==> src/rtl/axis_addr_gen_pkg.sv <==
// Shared definitions for the AXI address-channel burst generator.
// The FSM state encoding and the default geometry constants live here.
// The top module derives its own constants from the same helper functions,
// so overridden parameters stay consistent.
// Optional feature macro: AXIS_ADDR_ALIGN_EN (see axis_addr_gen.sv).
package axis_addr_gen_pkg;

  typedef enum logic [1:0] {
    ST_IDLE  = 2'd0,
    ST_SETUP = 2'd1,
    ST_BURST = 2'd2,
    ST_LAST  = 2'd3
  } state_e;

  localparam int DEF_CFG_DWIDTH     = 32;
  localparam int DEF_WIDTH_RATIO    = 16;
  localparam int DEF_CONVERT_SHIFT  = 4;
  localparam int DEF_AXI_LEN_WIDTH  = 8;
  localparam int DEF_AXI_ADDR_WIDTH = 32;

  // Bytes carried by one AXI data beat (stream word bytes * words per beat).
  function automatic int bytes_per_beat(input int dwidth, input int ratio);
    return (dwidth / 8) * ratio;
  endfunction

  // Beats in one maximum-length burst.
  function automatic int max_burst_beats(input int len_width);
    return 2 ** len_width;
  endfunction

  localparam int DEF_BYTES_PER_BEAT  = bytes_per_beat(DEF_CFG_DWIDTH, DEF_WIDTH_RATIO);
  localparam int DEF_MAX_BURST_BEATS = max_burst_beats(DEF_AXI_LEN_WIDTH);

endpackage

==> src/rtl/axis_addr_gen.sv <==
// Splits one stream transfer request (byte address + length in stream words)
// into AXI4 address-channel bursts: as many max-length bursts as fit, then one
// trailing short burst for the remainder.
// Optional feature macro: AXIS_ADDR_ALIGN_EN -- when defined, the start
// address is aligned down to a beat boundary in SETUP; otherwise it is used
// verbatim and the caller owns alignment.
module axis_addr_gen
  import axis_addr_gen_pkg::*;
#(
  parameter int CFG_DWIDTH     = DEF_CFG_DWIDTH,
  parameter int WIDTH_RATIO    = DEF_WIDTH_RATIO,
  parameter int CONVERT_SHIFT  = DEF_CONVERT_SHIFT,
  parameter int AXI_LEN_WIDTH  = DEF_AXI_LEN_WIDTH,
  parameter int AXI_ADDR_WIDTH = DEF_AXI_ADDR_WIDTH
) (
  input  logic                      clk,
  input  logic                      rst,
  input  logic [CFG_DWIDTH-1:0]     cfg_address,
  input  logic [CFG_DWIDTH-1:0]     cfg_length,
  input  logic                      cfg_valid,
  output logic                      cfg_ready,
  input  logic                      axi_aready,
  output logic [AXI_ADDR_WIDTH-1:0] axi_aaddr,
  output logic [AXI_LEN_WIDTH-1:0]  axi_alen,
  output logic                      axi_avalid
);

  localparam int BYTES_PER_BEAT  = bytes_per_beat(CFG_DWIDTH, WIDTH_RATIO);
  localparam int MAX_BURST_BEATS = max_burst_beats(AXI_LEN_WIDTH);
  // One extra bit so length + rounding term cannot overflow.
  localparam int BEATS_W = CFG_DWIDTH + 1;
  localparam logic [AXI_ADDR_WIDTH-1:0] BURST_BYTES =
    AXI_ADDR_WIDTH'(MAX_BURST_BEATS * BYTES_PER_BEAT);

  state_e                    r_state;
  state_e                    w_state_nxt;
  logic [AXI_ADDR_WIDTH-1:0] r_addr;
  logic [CFG_DWIDTH-1:0]     r_len;
  logic [BEATS_W-1:0]        r_burst_nb;
  logic [AXI_LEN_WIDTH-1:0]  r_last_nb;
  logic                      r_last_en;

  logic [BEATS_W-1:0]        w_beats;
  logic [BEATS_W-1:0]        w_burst_nb;
  logic                      w_burst_en;
  logic                      w_last_en;
  logic [AXI_ADDR_WIDTH-1:0] w_setup_addr;
  logic                      w_last_full;

  // Words -> beats rounding up, then split into full bursts and remainder.
  assign w_beats    = ({1'b0, r_len} + BEATS_W'(WIDTH_RATIO - 1)) >> CONVERT_SHIFT;
  assign w_burst_nb = w_beats >> AXI_LEN_WIDTH;
  assign w_burst_en = (w_burst_nb != '0);
  assign w_last_en  = (w_beats[AXI_LEN_WIDTH-1:0] != '0);

`ifdef AXIS_ADDR_ALIGN_EN
  localparam logic [AXI_ADDR_WIDTH-1:0] ALIGN_MASK = ~AXI_ADDR_WIDTH'(BYTES_PER_BEAT - 1);
  assign w_setup_addr = r_addr & ALIGN_MASK;
`else
  assign w_setup_addr = r_addr;
`endif

  // The full burst currently presented is the final one.
  assign w_last_full = (r_burst_nb == BEATS_W'(1));

  assign axi_aaddr = r_addr;

  // State register.
  always_ff @(posedge clk) begin
    // NOTE: sequential state uses non-blocking assignments so every register
    // samples pre-edge values, independent of block ordering.
    if (rst) r_state <= ST_IDLE;
    else     r_state <= w_state_nxt;
  end

  // Next-state decode and handshake outputs.
  always_comb begin
    // NOTE: every output gets a default first so no path leaves one unassigned,
    // which would otherwise infer a latch.
    w_state_nxt = r_state;
    cfg_ready   = 1'b0;
    axi_avalid  = 1'b0;
    axi_alen    = '0;
    unique case (r_state)
      ST_IDLE: begin
        cfg_ready = 1'b1;
        if (cfg_valid) w_state_nxt = ST_SETUP;
      end
      ST_SETUP: begin
        if (w_burst_en)     w_state_nxt = ST_BURST;
        else if (w_last_en) w_state_nxt = ST_LAST;
        else                w_state_nxt = ST_IDLE;
      end
      ST_BURST: begin
        axi_avalid = 1'b1;
        axi_alen   = '1;
        if (axi_aready && w_last_full)
          w_state_nxt = r_last_en ? ST_LAST : ST_IDLE;
      end
      ST_LAST: begin
        axi_avalid = 1'b1;
        axi_alen   = r_last_nb - AXI_LEN_WIDTH'(1);
        if (axi_aready) w_state_nxt = ST_IDLE;
      end
      default: w_state_nxt = ST_IDLE;
    endcase
  end

  // Request capture, burst counters and address advance.
  always_ff @(posedge clk) begin
    if (rst) begin
      r_addr     <= '0;
      r_len      <= '0;
      r_burst_nb <= '0;
      r_last_nb  <= '0;
      r_last_en  <= 1'b0;
    end else begin
      unique case (r_state)
        ST_IDLE: begin
          if (cfg_valid) begin
            r_addr <= AXI_ADDR_WIDTH'(cfg_address);
            r_len  <= cfg_length;
          end
        end
        ST_SETUP: begin
          r_addr     <= w_setup_addr;
          r_burst_nb <= w_burst_nb;
          r_last_nb  <= w_beats[AXI_LEN_WIDTH-1:0];
          r_last_en  <= w_last_en;
        end
        ST_BURST: begin
          // Address only moves on handshake, keeping AxADDR stable while stalled.
          if (axi_aready) begin
            r_burst_nb <= r_burst_nb - BEATS_W'(1);
            r_addr     <= r_addr + BURST_BYTES;
          end
        end
        default: ;
      endcase
    end
  end

endmodule

==> config.mk <==
export PLATFORM = sky130hd
export DESIGN_NAME = axis_addr_gen
export DESIGN_NICKNAME = d
export VERILOG_FILES = /design/src/rtl/axis_addr_gen_pkg.sv /design/src/rtl/axis_addr_gen.sv
export SDC_FILE = /design/constraint.sdc
export NUM_CORES = 1
export LEC_CHECK = 0
export ABC_AREA = 1
export ABC_CLOCK_PERIOD_IN_PS = 3400
export CELL_PAD_IN_SITES_DETAIL_PLACEMENT = 1
export CELL_PAD_IN_SITES_GLOBAL_PLACEMENT = 2
export CORE_MARGIN = 2
export CORE_UTILIZATION = 32
export CTS_BUF_LIST = sky130_fd_sc_hd__clkbuf_4 sky130_fd_sc_hd__clkbuf_8
export CTS_CLUSTER_SIZE = 10
export DETAILED_ROUTE_END_ITERATION = 7
export PLACE_DENSITY = 0.92
export SLEW_MARGIN = 25
export SYNTH_ARGS = -nofsm -noshare
export SYNTH_HDL_FRONTEND = slang
export SYNTH_SLANG_ARGS = --single-unit
export TNS_END_PERCENT = 10
==> constraint.sdc <==
create_clock -name clk -period 3.4 [get_ports clk]
set_clock_uncertainty 0.2 [all_clocks]
set_input_delay 0.34 -clock clk [delete_from_list [all_inputs] [get_ports clk]]
set_output_delay 0.34 -clock clk [all_outputs]
set_load 0.005 [all_outputs]
==> reports/metrics.yaml, run 1 <==
status: "completed"
cts_buffer_depth: 2
final_cells: 1380
end_kind: "output pin"
p_switching_mw: 3.20
overflow: 0
detail-route-antenna-nets: 0
nets: 1182
place.gp.congestion: 0.858
cts-root-buf: "clkbuf_8"
grt_pass1_wl_mm: 35.1
io_buffers: 109
crit_required_ns: 2.86
yosysSeqAreaShare_pct: 33.6
core-area_sq_mm: 0.0196
syn-num-nets: 1091
worst_pin_slew_ns: 0.629
grt_max_degree: 68
clock_latency_ns: 0.41
syn_to_final_growth_pct: 23.9
start_kind: "flop"
powerDensity_mw_per_mm2: 824
power.internal_mw: 3.36
syn_inst: 1019
final_cell_mix: "235 x nand2_1, 179 x nor2_1, 109 x clkdlybuf4s50_1, 108 x dfxtp_1, 95 x inv_1"
drtPass1Iterations: 4
fin_crit_sh_pct: 78.3
cts_setup_buffers: 0
drc_errors: 0
worst-path-max-fanout: 4
ys_types: 43
post-dp-hpwl_mm: 16.4
dr.first_iter.drc_count: 333
syn_avg_cell_area_sq_um: 6.31
setup_viol: 0
row_count: 51
hold_viol: 0
avgRoutedWirePerCell_um: 15.5
p_seq_share_pct: 31.4
fp.dieW_um: 146
drv_slew: 0
vias_per_cell: 4.99
grt_pass1_vias: 6990
ctsHoldBuffers: 0
slew_headroom_pct: 58.0
vdd_drop_max_uv: 283
die-area_sq_mm: 0.0212
fmax_ghz: 0.375
n_antenna_cell: 0
p_comb_share_pct: 55.4
num-fill-cells: 2581
synth_area_sq_mm: 0.00643
maxCapViolCount: 0
final.setup.tns_ns: 0
cts-resized-gates: 0
grt_usage_pct: 20.3
cts_num_sinks: 108
antenna_found_initial: 0
ys_seq_elements: 108
cts_made_buffers: 9
arrival_ns: 2.12
final_common_cell: "nand2_1"
placed_cells: 1364
clkTransAtPathRegs_ns: 0.11
cts.htree.levels: 3
worstSetupPathType: "reg2out"
hold_ws_ns: 0.264
die_h_um: 146
rsz0062_at_grt: "false"
p_leak_nw: 3.17
layout-drive-gt1-share_pct: 5.47
cts_tree: "built"
initial_core_util_pct: 32.8
yosys_warnings: 0
ios: 110
wirelength_mm: 21.3
hp-class: "reg2reg"
vias: 6890
pwr-share-clk_pct: 13.2
sw_frac_of_total_pct: 48.8
fin_crit_ns: 2.66
metal layers:
metal,routed length (um),GRT usage (%)
met1,9260,23.5
met2,10800,37.9
met3,844,3.73
met4,414,5.74
met5,0,0
worst paths after layout:
kind                                   start        endpoint  slack [ns]  cells past startpoint
worst max-delay path            r_last_nb[2]     axi_alen[7]        0.74                     11
worst min register to register      r_len[2]        r_len[2]        0.26                      2
worst max register to register    r_state[0]  r_burst_nb[31]        0.94                     10
worst min-delay path                r_len[2]        r_len[2]        0.26                      2
Yosys cell counts, drive strengths merged:
library cell	count	area (sq um)
clkbuf	26	97.6
o22ai	8	50.1
dfxtp	108	2160
o21bai	1	7.51
xnor2	2	17.5
nor2	192	816
and2	2	12.5
nand3b	7	52.6
nand2	242	937
a221oi	3	26.3
o221ai	1	8.76
o31ai	7	52.6
a311oi	6	52.6
a31oi	8	50.1
a211oi	1	7.51
o21a	2	15.0
a32o	2	20.0
o21ai	90	450
buf	9	53.8
nand3	48	245
inv	102	388
clkinv	2	7.51
o211ai	9	67.6
ha	4	50.1
or2	8	52.6
xor2	11	96.3
nand4	17	106
a21oi	77	385
nor3	24	141
critical path: stages (launching register included):
cell	delay [ns]
dfxtp_1	0.32
inv_1	0.10
nand3_1	0.11
nor2_1	0.11
inv_1	0.06
nor2_1	0.08
inv_1	0.05
nor2_1	0.12
inv_1	0.07
o21ai_0	0.15
a21oi_1	0.09
clkdlybuf4s50_1	0.45
registers in the layout, summed over array words and instances (netlist names):
register,count
axi_aaddr,32
r_last_nb,8
r_burst_nb,33
r_last_en,1
r_len,32
r_state,2
cell type report:
class	count	area (sq um)	area share (%)
Tap cell	265	332	4.16
Sequential cell	108	2160	27.1
Clock buffer	9	124	1.55
Clock inverter	7	83.8	1.05
Multi-Input combinational cell	772	3720	46.7
Inverter	104	395	4.96
Timing Repair Buffer	115	1150	14.4
power groups by stage:
stage          logic (mW)  registers, mW  clock network, mW
2_1_floorplan        2.49           1.98                  0
3_3_place_gp         3.61           2.08                  0
3_5_place_dp         3.65           2.08                  0
4_1_cts              3.68           2.05              0.906
5_1_grt              4.11           2.11              0.948
6_report             3.64           2.06              0.867
cells by family (layout without fill, tap and decap cells):
kind of cell / after synthesis / count (layout) / synth area share, %
and+or+nand+nor: 540 / 540 / 36.8
buffers and inverters: 139 / 235 / 8.50
adders and majority gates: 4 / 4 / 0.778
xor gates and xnor gates: 13 / 13 / 1.77
DFF: 108 / 108 / 33.6
AOI/OAI and AO/OA: 215 / 215 / 18.6
metrics by stage:
step | power, mW | cell area [sq um] | setup WS [ns] | utilization (%)
final | 6.56 | 7970 | 0.736 | 40.7
after global routing | 7.17 | 7970 | 0.487 | 40.7
after CTS | 6.64 | 7970 | 0.699 | 40.7
after detailed placement | 5.74 | 7760 | 0.832 | 39.6
after global placement | 5.69 | 7760 | 0.905 | 39.6
after floorplan | 4.47 | 6430 | 1.47 | -
Power figures use the tool's default switching activity.
==> run 2, diff against run 1 <==
--- a/config.mk
+++ b/config.mk
@@ -6,15 +6,15 @@
 export NUM_CORES = 1
 export LEC_CHECK = 0
 export ABC_AREA = 1
-export ABC_CLOCK_PERIOD_IN_PS = 3400
+export ABC_CLOCK_PERIOD_IN_PS = 2640
 export CELL_PAD_IN_SITES_DETAIL_PLACEMENT = 1
 export CELL_PAD_IN_SITES_GLOBAL_PLACEMENT = 2
 export CORE_MARGIN = 2
-export CORE_UTILIZATION = 32
+export CORE_UTILIZATION = 29
 export CTS_BUF_LIST = sky130_fd_sc_hd__clkbuf_4 sky130_fd_sc_hd__clkbuf_8
 export CTS_CLUSTER_SIZE = 10
 export DETAILED_ROUTE_END_ITERATION = 7
-export PLACE_DENSITY = 0.92
+export PLACE_DENSITY = 0.85
 export SLEW_MARGIN = 25
 export SYNTH_ARGS = -nofsm -noshare
 export SYNTH_HDL_FRONTEND = slang
==> constraint.sdc (replaced) <==
create_clock -name clk -period 2.64 [get_ports clk]
set_clock_uncertainty 0.2 [all_clocks]
set_input_delay 0.264 -clock clk [delete_from_list [all_inputs] [get_ports clk]]
set_output_delay 0.264 -clock clk [all_outputs]
set_load 0.005 [all_outputs]
==> run 2 against run 1 <==
Against the previous run: power grew 34%; via count up 1.0%; count of clock-buffer cells in the layout unchanged; cell count rose by 1.7%.
==> reports/metrics.yaml, run 2 (same netlist as run 1, synthesis figures left out) <==
setup_viol: 0  # unchanged
crit_path_top_delay_cell: "clkdlybuf4s50_1"
initial_core_util_pct: 29.5  # -3.4 points
cp_common_cell: "inv_1"
vias: 6959  # +1.0%
worst-path-max-fanout: 3  # -1
hold_viol: 0  # unchanged
wirelength_mm: 22.7  # +6.5%
die_h_um: 153  # +4.9%
end_kind: "output pin"
num-fill-cells: 2835  # +9.8%
nets: 1191  # +0.76%
p_leak_nw: 3.28  # +3.7%
cts_tree: "built"
final_cells: 1404  # +1.7%
met3_usage_pct: 3.69  # -0.045 points
placed_cells: 1388  # +1.8%
worst_pin_slew_ns: 0.590  # -0.0392 ns
post-dp-hpwl_mm: 17.6  # +6.9%
overflow: 0  # unchanged
min_to: "axi_aaddr[16]"
dr.first_iter.drc_count: 198  # -41%
slowest_delay_ns: 0.51  # +0.06 ns
ios: 110  # unchanged
final_common_cell: "nand2_1"
layout-drive-gt1-share_pct: 6.58  # +1.1 points
grt_pass1_wl_mm: 36.7  # +4.7%
final.setup.tns_ns: 0  # unchanged
worstSetupPathType: "reg2out"
syn_to_final_growth_pct: 26.5
row_count: 54  # +5.9%
powerDensity_mw_per_mm2: 1090  # +32%
crit_family: "buffers and inverters"
arrival_ns: 2.00  # -0.12 ns
drv_slew: 0  # unchanged
crit_required_ns: 2.18  # -0.68 ns
regToRegSetupSlack_ns: 0.26  # -0.68 ns
postPlaceCellArea_sq_mm: 0.00785  # +1.1%
p_switching_mw: 4.19  # +31%
p_seq_share_pct: 30.3  # -1.1 points
r2r-end: "axi_aaddr[28]"
drc_errors: 0  # unchanged
worstPathCellList: "inv_1 -> ha_1 -> nand2_1 -> nor2_1 -> inv_1 -> nor2_2 -> inv_1 -> a21oi_1 -> clkdlybuf4s50_1"
grt_max_degree: 68  # unchanged
largest_register_ffs: 33  # unchanged
drtPass1Iterations: 4  # unchanged
hold_start: "cfg_address[16]"
r2r_start: "axi_aaddr[14]"
rsz0062_at_grt: "false"
path_buf_inv: 4  # -1
antenna_found_initial: 0  # unchanged
maxCapViolCount: 0  # unchanged
start_kind: "flop"
fin_crit_ns: 2.47
cts-root-buf: "clkbuf_8"
cts_buffer_depth: 2  # unchanged
clkTransAtPathRegs_ns: 0.11  # about the same
grt_pass1_vias: 7225  # +3.4%
cts_setup_buffers: 0  # unchanged
avgRoutedWirePerCell_um: 16.2  # +4.7%
p_comb_share_pct: 54.1  # -1.3 points
hp-class: "in2reg"
met2_usage_pct: 36.4  # -1.6 points
fin_crit_sh_pct: 93.4
slew_headroom_pct: 60.7  # +2.7 points
clock_latency_ns: 0.39  # -0.02 ns
final_cell_area_sq_mm: 0.00813  # +2.1%
vias_per_cell: 4.96  # -0.73%
place.gp.congestion: 0.867  # +1.1%
fp.dieW_um: 153  # +4.9%
fmax_ghz: 0.405
grt_usage_pct: 19.2  # -1.1 points
die-area_sq_mm: 0.0234  # +10%
power.internal_mw: 4.64  # +38%
pwr-share-clk_pct: 15.6  # +2.4 points
detail-route-antenna-nets: 0  # unchanged
rr_worst_depth: 11  # +1
cts_num_sinks: 108  # unchanged
vdd_drop_max_uv: 325  # +15%
sw_frac_of_total_pct: 47.4  # -1.4 points
core-area_sq_mm: 0.0218  # +11%
met1_usage_pct: 22.2  # -1.4 points
grt.busiest_layer: "met2"
hold_depth: 3  # +1
cts_made_buffers: 9  # unchanged
cts.htree.levels: 3  # unchanged
io_buffers: 109  # unchanged
status: "completed"
final_cell_mix: "235 x nand2_1, 176 x nor2_1, 108 x dfxtp_1, 106 x clkdlybuf4s50_1, 93 x inv_1"
n_antenna_cell: 0  # unchanged
largest-register: "r_burst_nb"
==> run 2: cell count changes in the layout (fill, tap and decap cells not counted), sizes merged <==
cell | previous run | this run
inv | 104 | 102
clkinvlp | 1 | 0
bufinv | 1 | 4
clkdlybuf4s50 | 109 | 106
buf | 6 | 15
dlymetal6s2s | 0 | 3
==> run 2: cell type report <==
class                   instances  area, sq um  area share, %
clock inverters                 7          146           1.80
clock buffers                   9          124           1.52
repair buffers                124         1220           15.0
multi-input cells             772         3730           45.9
well taps                     280          350           4.31
flip-flops and latches        108         2160           26.6
inverters                     104          395           4.86
==> run 2: repair_timing <==
action,in CTS,in global routing
setup endpoints to repair,0,5
hold buffers,0,0
gates resized for setup,0,8
==> run 2: worst register-to-register path: cells and delay by family, from the launching register on <==
family | cells | cell delay, ns
DFF | 1 | 0.46
and+or+nand+nor | 7 | 1.03
AOI/OAI and AO/OA | 3 | 0.41
adders and majority gates | 1 | 0.22
==> run 2: power groups by stage <==
stage | combinational (mW) | sequential, mW | clock (mW)
detailed placement | 4.79 | 2.71 | 0
floorplan | 3.21 | 2.55 | 0
finish | 4.78 | 2.67 | 1.38
CTS | 4.82 | 2.67 | 1.44
global placement | 4.75 | 2.69 | 0
global route | 5.37 | 2.76 | 1.49
==> run 2: per-layer routing <==
metal | up-vias | routed length [um]
met4 | 0 | 342
met3 | 22 | 910
met2 | 138 | 11500
met1 | 3268 | 9940
met5 | - | 0
li1 | 3531 | -
==> run 2: worst max-delay path by stage <==
stage,cells after the start,endpoint,slack [ns],start
2_1_floorplan,11,axi_aaddr[28],0.71,axi_aaddr[14]
3_5_place_dp,11,axi_aaddr[28],0.22,axi_aaddr[14]
5_1_grt,9,axi_alen[4],0.02,r_last_nb[0]
3_3_place_gp,11,axi_aaddr[28],0.25,axi_aaddr[14]
4_1_cts,10,axi_alen[7],0.05,r_last_nb[2]
6_report,9,axi_alen[4],0.17,r_last_nb[0]
==> run 2: through the flow <==
step	hold slack, ns	power (mW)	util (%)	worst slack, ns
6_report	0.238	8.83	37.3	0.174
3_5_place_dp	0.245	7.50	36.0	0.215
2_1_floorplan	0.222	5.76	-	0.710
5_1_grt	0.241	9.61	37.3	0.0200
4_1_cts	0.227	8.93	37.2	0.0470
3_3_place_gp	0.236	7.44	36.0	0.247
==> patch (flow settings as in run 2) <==
Build with the macro `AXIS_ADDR_ALIGN_EN` defined.
--- a/src/rtl/axis_addr_gen.sv
+++ b/src/rtl/axis_addr_gen.sv
@@ -5,4 +5,6 @@
 // address is aligned down to a beat boundary in SETUP; otherwise it is used
 // verbatim and the caller owns alignment.
+`define AXIS_ADDR_ALIGN_EN
+
 module axis_addr_gen
   import axis_addr_gen_pkg::*;
Function: changed (Yosys sat finds a counterexample within 4 cycles, from zero or initial values and one cycle with rst high).
==> patch against run 2 <==
- sequential cell count unchanged
- cell area is 1.6% lower
- synthesized area down 1.4%
- count of clock-buffer cells in the layout unchanged
- clock power shrank 18%
- setup slack worse by 0.077 ns
- power fell by 3.2%
- critical path depth is 5 lower
- sequential power is essentially flat
- wire length shrank 5.0%
==> patch: results (changes against run 2) <==
metric	value	unit	change
clkCellAreaFrac	2.565	%	-0.76 points
worst-r2r-setup-slack	0.31	ns	+0.05 ns
tightestPinTransition	0.4976	ns	-0.09204 ns
vias_per_cell	4.900		-1.1%
syn-num-nets	1064		-2.5%
place.gp.congestion	0.8514		-1.8%
r2r_end	r_burst_nb[26]$_SDFFE_PP0P_		
setup.worst_path.end	axi_alen[2]		
fillerInstances	2810		-0.88%
grt_max_degree	60		-12%
ir_drop	0.0004708	V	+45%
drive_above_1_share	6.770	%	+0.19 points
dp_hpwl	16.58	mm	-5.6%
sw_frac_of_total	48.59	%	+1.2 points
post-place-cells	1357		-2.2%
netlist_instances	988		-3.0%
slowest_delay	0.56	ns	+0.05 ns
r2r-start	r_burst_nb[0]$_SDFFE_PP0P_		
hold_end	axi_aaddr[13]$_SDFFE_PP0P_		
worstPathMaxFanout	5		+2
placed_area	0.007779	mm²	-0.88%
fin_nets	1164		-2.3%
status	complete, no violations		
clk_latency	0.41	ns	+0.02 ns
synth.area.top_cells	dfxtp_1 34%, nand2_1 10%, nor2_1 10%		
switching_power	4.151	mW	-0.85%
buf_share	15.41	%	+0.36 points
pg_seq	2.68	mW	about the same
p_leak	3.243	nW	-1.3%
drt-total-wl	21.58	mm	-5.0%
multi_input_gates	729		-5.6%
inverters	114		+9.6%
pre_cts_ws	0.2094	ns	-0.005799 ns
drt-wirelength-per-cell	15.72	µm	-2.9%
synth_cell_types	40		-7.0%
startpoint	r_state[1]$_SDFFE_PP0P_		
seq_area_frac_synth	34.10	%	+0.47 points
seq_share	27.03	%	+0.44 points
reg2reg_depth	13		+2
multi_input_comb_area	0.003620	mm²	-3.0%
grt_pass1_wl	36.27	mm	-1.2%
synthTopCellsByCount	177 x nand2_1, 175 x nor2_1, 108 x dfxtp_1		
grt_pass1_vias	6991		-3.2%
-- patch: cell types whose count changed after synthesis, moves of 6 or more --
cell | run 2 | this run
a21oi_1 | 77 | 97
a221oi_1 | 3 | 11
a311oi_1 | 6 | 0
inv_1 | 95 | 106
nand2_1 | 236 | 177
nand4_1 | 17 | 10
nor2_2 | 4 | 13
nor3_1 | 21 | 8
o21ai_0 | 90 | 99
o22ai_1 | 8 | 2
or2_2 | 7 | 0
-- patch: metal layers --
| metal | up-vias | wire [µm] | global-route usage (%) |
|---|---|---|---|
| li1 | 3437 | - | - |
| met3 | 20 | 497 | 1.997 |
| met1 | 3197 | 10560 | 25.61 |
| met5 | - | 0 | 0 |
| met4 | 0 | 342 | 5.741 |
| met2 | 74 | 10180 | 32.52 |
-- patch: cells by family after synthesis --
family | after synthesis | share of synthesized area [%]
compound gates | 243 | 20.94
xor+xnor | 16 | 2.210
fa+ha+maj | 8 | 1.579
buf+inv | 151 | 9.017
flops | 108 | 34.10
simple gates | 462 | 32.16
